`config.mk`:
```
export PLATFORM = sky130hd
export DESIGN_NAME = pipe_ctrl
export DESIGN_NICKNAME = d
export VERILOG_FILES = /design/src/rtl/pipe_pkg.sv /design/src/rtl/pipe_ctrl_hazard.sv /design/src/rtl/pipe_ctrl.sv
export SDC_FILE = /design/constraint.sdc
export NUM_CORES = 1
export LEC_CHECK = 0
export BUFFER_PORTS_ARGS = -buffer_cell sky130_fd_sc_hd__buf_4
export CORE_UTILIZATION = 39
export DETAILED_ROUTE_END_ITERATION = 6
export HOLD_SLACK_MARGIN = 0.05
export PLACE_DENSITY = 0.91
export SLEW_MARGIN = 20
export SYNTH_ARGS = -nofsm -noshare
export SYNTH_HDL_FRONTEND = slang
export SYNTH_HIERARCHICAL = 1
export SYNTH_SLANG_ARGS = --single-unit
```
`constraint.sdc`:
```
create_clock -name clk -period 2.45 [get_ports clk]
set_clock_uncertainty 0.2 [all_clocks]
set_input_delay 0.245 -clock clk [delete_from_list [all_inputs] [get_ports clk]]
set_output_delay 0.245 -clock clk [all_outputs]
set_load 0.1 [all_outputs]
```
`src/rtl/pipe_pkg.sv`:
```
// pipe_pkg: shared FSM encoding and parameter defaults for the pipeline controller
package pipe_pkg;
  typedef enum logic [1:0] {
    RUN      = 2'd0,
    MEM_WAIT = 2'd1,
    FLUSH    = 2'd2,
    ILLEGAL  = 2'd3
  } state_t;
  localparam int REG_W_DEF       = 6;
  localparam int PC_W_DEF        = 12;
  localparam int MEM_TIMEOUT_DEF = 15;
  function automatic int cnt_width(input int timeout);
    return $clog2(timeout + 2);
  endfunction
endpackage

```
`src/rtl/pipe_ctrl_hazard.sv`:
```
// hazard_detect: flags a load in EX whose destination feeds an operand of the instruction in ID
module hazard_detect
  import pipe_pkg::*;
#(
  parameter int REG_W = REG_W_DEF
) (
  input  logic             ex_memrd,
  input  logic [REG_W-1:0] ex_wr_reg,
  input  logic [REG_W-1:0] id_rs1,
  input  logic [REG_W-1:0] id_rs2,
  input  logic             id_uses_rs2,
  output logic             hazard
);
  always_comb
    hazard = ex_memrd && (ex_wr_reg != '0) &&
             ((ex_wr_reg == id_rs1) || (id_uses_rs2 && (ex_wr_reg == id_rs2)));
endmodule

```
`src/rtl/pipe_ctrl.sv`:
```
// pipe_ctrl: stall/flush/redirect control for a 5-stage pipeline with a data-memory handshake.
// Define PIPE_CTRL_PERF_EN to add saturating stall_cnt / flush_cnt performance counters.
module pipe_ctrl
  import pipe_pkg::*;
#(
  parameter int MEM_TIMEOUT = MEM_TIMEOUT_DEF,
  parameter int REG_W       = REG_W_DEF,
  parameter int PC_W        = PC_W_DEF
) (
  input  logic             clk,
  input  logic             rst,
  input  logic [REG_W-1:0] id_rs1,
  input  logic [REG_W-1:0] id_rs2,
  input  logic             id_uses_rs2,
  input  logic             ex_memrd,
  input  logic [REG_W-1:0] ex_wr_reg,
  input  logic             em_branch,
  input  logic             em_zero,
  input  logic [PC_W-1:0]  em_pc_out,
  input  logic             em_memrd,
  input  logic             em_memwr,
  output logic             dmem_req,
  input  logic             dmem_ack,
  output logic             pc_stall,
  output logic             ifid_stall,
  output logic             idex_stall,
  output logic             exmem_stall,
  output logic             ifid_flush,
  output logic             idex_flush,
  output logic             exmem_flush,
  output logic             memwb_flush,
  output logic             pc_redirect,
  output logic [PC_W-1:0]  pc_target,
  output logic             dmem_err,
`ifdef PIPE_CTRL_PERF_EN
  output logic [15:0]      stall_cnt,
  output logic [15:0]      flush_cnt,
`endif
  output logic [1:0]       state
);
  localparam int CW = cnt_width(MEM_TIMEOUT);
  state_t          state_q, state_d;
  logic [CW-1:0]   cnt_q, cnt_d;
  logic            err_q, err_d;
  logic            hazard, mem, taken;
  hazard_detect #(.REG_W(REG_W)) u_hazard (
    .ex_memrd    (ex_memrd),
    .ex_wr_reg   (ex_wr_reg),
    .id_rs1      (id_rs1),
    .id_rs2      (id_rs2),
    .id_uses_rs2 (id_uses_rs2),
    .hazard      (hazard)
  );
  assign mem   = em_memrd | em_memwr;
  assign taken = em_branch & em_zero & ~mem;
  always_comb begin
    state_d     = state_q;
    cnt_d       = cnt_q;
    err_d       = err_q;
    dmem_req    = 1'b0;
    pc_stall    = 1'b0;
    ifid_stall  = 1'b0;
    idex_stall  = 1'b0;
    exmem_stall = 1'b0;
    ifid_flush  = 1'b0;
    idex_flush  = 1'b0;
    exmem_flush = 1'b0;
    memwb_flush = 1'b0;
    pc_redirect = 1'b0;
    pc_target   = '0;
    case (state_q)
      RUN: begin
        dmem_req = mem;
        if (mem && !dmem_ack) begin
          state_d     = MEM_WAIT;
          cnt_d       = CW'(1);
          {pc_stall, ifid_stall, idex_stall, exmem_stall} = 4'hf;
          memwb_flush = 1'b1;
        end else if (taken) begin
          state_d     = FLUSH;
          pc_redirect = 1'b1;
          pc_target   = em_pc_out;
          {ifid_flush, idex_flush, exmem_flush} = 3'b111;
        end else if (hazard) begin
          {pc_stall, ifid_stall, idex_flush} = 3'b111;
        end
      end
      MEM_WAIT: begin
        dmem_req = 1'b1;
        cnt_d    = cnt_q + CW'(cnt_q != '1);
        if (dmem_ack) begin
          state_d = RUN;
          cnt_d   = '0;
        end else begin
          {pc_stall, ifid_stall, idex_stall} = 3'b111;
          memwb_flush = 1'b1;
          // on timeout the access is dropped from EX/MEM rather than held
          if (cnt_q >= CW'(MEM_TIMEOUT)) begin
            state_d     = RUN;
            cnt_d       = '0;
            err_d       = 1'b1;
            exmem_flush = 1'b1;
          end else begin
            exmem_stall = 1'b1;
          end
        end
      end
      default: state_d = RUN;
    endcase
    if (rst) begin
      dmem_req    = 1'b0;
      {pc_stall, ifid_stall, idex_stall, exmem_stall} = 4'h0;
      {ifid_flush, idex_flush, exmem_flush, memwb_flush} = 4'hf;
      pc_redirect = 1'b0;
      pc_target   = '0;
    end
  end
`ifdef PIPE_CTRL_PERF_EN
  logic [15:0] stall_cnt_q, stall_cnt_d, flush_cnt_q, flush_cnt_d;
  always_comb begin
    stall_cnt_d = stall_cnt_q + 16'(pc_stall && (stall_cnt_q != '1));
    flush_cnt_d = flush_cnt_q + 16'(pc_redirect && (flush_cnt_q != '1));
  end
  assign stall_cnt = stall_cnt_q;
  assign flush_cnt = flush_cnt_q;
`endif
  always_ff @(posedge clk or posedge rst) begin
    if (rst) begin
      state_q     <= RUN;
      cnt_q       <= '0;
      err_q       <= 1'b0;
`ifdef PIPE_CTRL_PERF_EN
      stall_cnt_q <= '0;
      flush_cnt_q <= '0;
`endif
    end else begin
      state_q     <= state_d;
      cnt_q       <= cnt_d;
      err_q       <= err_d;
`ifdef PIPE_CTRL_PERF_EN
      stall_cnt_q <= stall_cnt_d;
      flush_cnt_q <= flush_cnt_d;
`endif
    end
  end
  assign dmem_err = err_q;
  assign state    = state_q;
endmodule
```
Yosys cells after proc, flatten, opt, wreduce, memory -nomap -nowiden
Index checks and enable logic that the tools add are counted.

Bits in registers: 8. Bits of input ports: 39. Output and inout bits: 25.

Add/sub/neg operators: 1. Magnitude comparators: 1. Eq/ne operators: 7. Muxes and demuxes: 42. Bitwise logic cells: 5. Reductions and logical operators: 12.

Operator list (number): 2-to-1 mux 12 bit (4); 2-to-1 mux 1 bit (24); 2-to-1 mux 5 bit (3); == test 6 bit (2); case mux 1 bit (2 select lines) (5); case mux 5 bit (2 select lines) (1); 2-to-1 mux 2 bit (4); != test 3 bit, second input constant (2); nonzero test 6 bit (1); adder 5 x 1 -> 5 bit (1); greater-or-equal comparator 5 x 4 -> 1 bit, second input constant (1); != test 5 bit, second input constant (1); logical AND 1 bit (4); case mux 2 bit (2 select lines) (1); AND reduction 2 bit (2); AND reduction 3 bit (1); bitwise AND 1 bit (2); == test 2 x 1 -> 1 bit, second input constant (1); zero test 2 bit (1); != test 2 bit, second input constant (1); NOT 1 bit (2); nonzero test 2 bit (1); zero test 1 bit (1); logical OR 1 bit (1); bitwise OR 1 bit (1).

Logic depth before layout (Yosys ltp)
Depth in word-level cells: 9. Depth in mapped cells: 7. Depth with buffers taken out: 7.

Modules after synthesis
Netlist, hierarchy kept.

Modules (own cells, without submodules): pipe_ctrl (instances 1, cells an instance 72, area an instance 659.4 um^2); hazard_detect (instances 1, cells an instance 19, area an instance 150.1 um^2).

Least setup slack after synthesis
Ideal clock, no wire load.

Path type: register to output. Start: register state_q[1], in the netlist state[1]. End: output port exmem_stall. Arrival: 3.566 ns. Setup slack: -1.561 ns. Stages on the path, launching flop included: 4. Cell sequence: dfrtp_1 -> nor2_1 -> o21ai_2 -> a211oi_1.

Word-level cells in the longest chain between the ends: 3. Elaborated cells between the ends (all ways): 4. Classes of those cells: eq/ne (1); mux (2); reduce/logical (1).

Ends and longest elaborated chain: start: declaration (RTL line pipe_ctrl.sv:42) `state_t state_q, state_d;`; start signal: assignment (RTL line pipe_ctrl.sv:137) `state_q <= state_d;`; == test 2 x 1 -> 1 bit or zero test 2 bit (tied branches) (RTL line pipe_ctrl.sv:71) `case (state_q)`; case mux 1 bit (2 select lines) (*) (RTL line pipe_ctrl.sv:71); 2-to-1 mux 1 bit (*) (RTL line pipe_ctrl.sv:110) `if (rst) begin`; end: declaration (RTL line pipe_ctrl.sv:27) `output logic exmem_stall,`.

Mark *: on every way between the ends. The rest lies on a longest branch, timed or not.

Worst setup path in the final report
Start: register state_q[1], in the netlist state[1]. End: output port exmem_flush.

Word-level cells in the longest chain between the ends: 3. Elaborated cells between the ends (all ways): 4. Classes of those cells: eq/ne (1); mux (2); reduce/logical (1).

Ends and longest elaborated chain: == test 2 x 1 -> 1 bit or zero test 2 bit (tied branches) (RTL line pipe_ctrl.sv:71); case mux 1 bit (2 select lines) (*) (RTL line pipe_ctrl.sv:71); 2-to-1 mux 1 bit (*) (RTL line pipe_ctrl.sv:110); end: declaration (RTL line pipe_ctrl.sv:30) `output logic exmem_flush,`.

Marks and branches as above.

==> qor.txt <==
kind of critical path: flip-flop to output port
warnings from Yosys: 6
Critical Path Source Type: flip-flop
worst-case reg-to-reg path depth: 7
floorplan die width: 47.6 µm
GRT overflow: 0
DRC violations left: 0
ranking of synthesized cells by area: dfrtp_1 (25%), xnor2_1 (13%), and2_1 (9.3%), ha_1 (3.1%), buf_6 (2.8%)
Synth top area share: 0.247
final setup fails: 0
Sw Share: 0.424
Power Density: 370 nW/µm²
Hold Slack: 0.139 ns
Slew HR: 0.695
multi-input logic area: 627 µm²
die height: 47.6 µm
share of cells above drive strength 1: 0.590
RR Startpoint: cnt_q[2]
fin crit share: 0.925
setup TNS: 0 ns
1st-pass router iterations: 4
Worst Setup SP: state[1]
Port Buffers: 63
Register Area: 205 µm²
Area Overhead vs Synth: 70.8%
WP data required: 2.01 ns
Worst Hold Depth: 3
# diodes: 0
# nets final: 199
Filler Cell Count: 157
worst min-delay path category: input port to flip-flop
vias: 965
Final min period: 2.27 ns
leakage: 0.673 nW
Std-Cell Core Area: 1960 µm²
worst vdd ir: 334 µV
actual slew at the worst max-slew pin: 0.452 ns
CTS tree: yes
Final ANT Viol Nets: 0
switching pwr: 0.217 mW
WL final: 2550 µm
reg2reg setup slack: 0.52 ns
largest net degree at the start of global routing: 14
Post-synth EDFFs: 0
CTS Buf Count: 3
Post-DP HPWL: 2060 µm
FFs w/ async S/R, synth: 1.00
DIE AREA: 2260 µm²
vias per inst: 5.27
first-pass GRT wire length: 3200 µm
antenna violations before repair: 0
gr usage total: 0.203
proportion of power drawn by flip-flops and latches: 0.299
post-CTS setup buffers: 0
RePlAce Congestion: 0.807
Synth Cell Area: 810 µm²
Pint: 0.294 mW
crit path capture type: output port
count of different cell masters after synthesis: 40
Initial DRC Count: 8
CTS resizes: 0
CP max FO: 8
IO Pins: 64
Yosys reg bits: 8
sequential area share after synthesis: 0.247
routed wire length per instance: 13.9 µm
Worst-path clk slew: 0.06 ns
Clock power frac: 0.205
Max Clock Freq: 441 MHz
Gate Count Post-Synth: 91
standard-cell row count: 16
RSZ-0062 raised after global routing: no
area leader, netlist: dfrtp_1
Sink Count: 8
combinational power share: 0.497
Arr. time, crit path: 1.82 ns
clk_lat worst skew: 0.26 ns
max-cap violations: 0
Synth Flop Type: dfrtp_1
vias in the first global route: 806
Post-Syn Nets: 132
Clock H-tree levels: 1
Final Max Slew Viols: 0
clock root buffer: clkbuf_4
Post-Syn Area per Cell: 8.90 µm²
clk buf depth: 2
initial core utilization: 0.413
r2r endpoint: cnt_q[2]
final hold viol count: 0
status: completed
crit path capture: exmem_flush
[registers in the layout (all words and copies together), names as in the netlist]
name	count
cnt_q	5
dmem_err	1
state	2
[metal layers]
metal  share of wire  vias to the layer above  global-route usage
met5               0                        -                   0
met4           0.016                        0               0.111
met3            0.12                        4              0.0415
met2            0.52                       46               0.386
met1            0.34                      449               0.204
li1                -                      466                   -
[what timing repair did]
| action | CTS | global route |
|---|---|---|
| endpoints found under the hold margin | 8 | 0 |
| hold buffers | 1 | 0 |
| setup endpoints to repair | 0 | 0 |
[cell families after synthesis]
group           synth area share
mux                       0.0124
flops                      0.247
fa+ha+maj                 0.0309
compound gates             0.182
buf+inv                   0.0417
xor+xnor                   0.141
simple gates               0.345
[cell usage in the layout, fill, tap and decap left out, types with 2 or more instances in the layout]
| cell | n |
|---|---|
| and2_2 | 9 |
| and2_1 | 3 |
| dfrtp_1 | 6 |
| buf_4 | 64 |
| xnor2_1 | 12 |
| ha_1 | 2 |
| nand2_1 | 5 |
| or2_2 | 2 |
| a21oi_1 | 3 |
| nand3_1 | 4 |
| o2bb2ai_1 | 2 |
| nor2b_1 | 3 |
| nand4_1 | 2 |
| nor2_1 | 4 |
| clkbuf_4 | 3 |
[power groups by stage]
stage / sequential, mW / combinational (mW) / clock (mW)
CTS: 0.153 / 0.254 / 0.110
global route: 0.154 / 0.268 / 0.112
floorplan: 0.161 / 0.160 / 0
global placement: 0.155 / 0.247 / 0
finish: 0.153 / 0.254 / 0.105
detailed placement: 0.155 / 0.252 / 0
[cell usage after synthesis, types with 2 or more instances]
master and number:
nand4_1 2, buf_6 2, dfrtp_1 8, o22ai_1 2
and2_1 12, or2_2 2, nand3_1 4, o2bb2ai_1 2
a21oi_1 3, nor2b_1 3, nor2_1 5, nor3_1 2
nand2_1 5, ha_1 2, xnor2_1 12
[layout make-up]
type / count / area share
repair buffers: 65 / 0.355
inverters: 1 / 0.00271
clock buffers: 3 / 0.0163
flip-flops and latches: 8 / 0.148
multi-input cells: 79 / 0.453
well taps: 27 / 0.0244
[critical path, cell delays in order, from the launching register on]
cell and delay (ns):
dfrtp_4 0.54, nor3b_4 0.35, mux2i_1 0.23, a31o_2 0.17, buf_4 0.28
[how the worst min path moves through the flow]
stage | startpoint | slack (ns) | endpoint
2_1_floorplan | rst | -0.11 | cnt_q[0]
3_3_place_gp | rst | 0.18 | cnt_q[0]
3_5_place_dp | rst | 0.18 | cnt_q[0]
4_1_cts | em_zero | 0.13 | state[1]
5_1_grt | dmem_ack | 0.14 | cnt_q[0]
6_report | dmem_ack | 0.14 | cnt_q[0]
[stage by stage]
stage	power, mW	util	std cells	worst slack (ns)	cell area (µm²)
after floorplan	0.321	-	91	0.00211	873
after global routing	0.535	0.705	183	0.119	1380
final	0.511	0.705	183	0.183	1380
after global placement	0.402	0.688	179	0.330	1350
after CTS	0.517	0.705	183	0.167	1380
after detailed placement	0.407	0.688	179	0.333	1350
(Power assumes the default switching activity.)
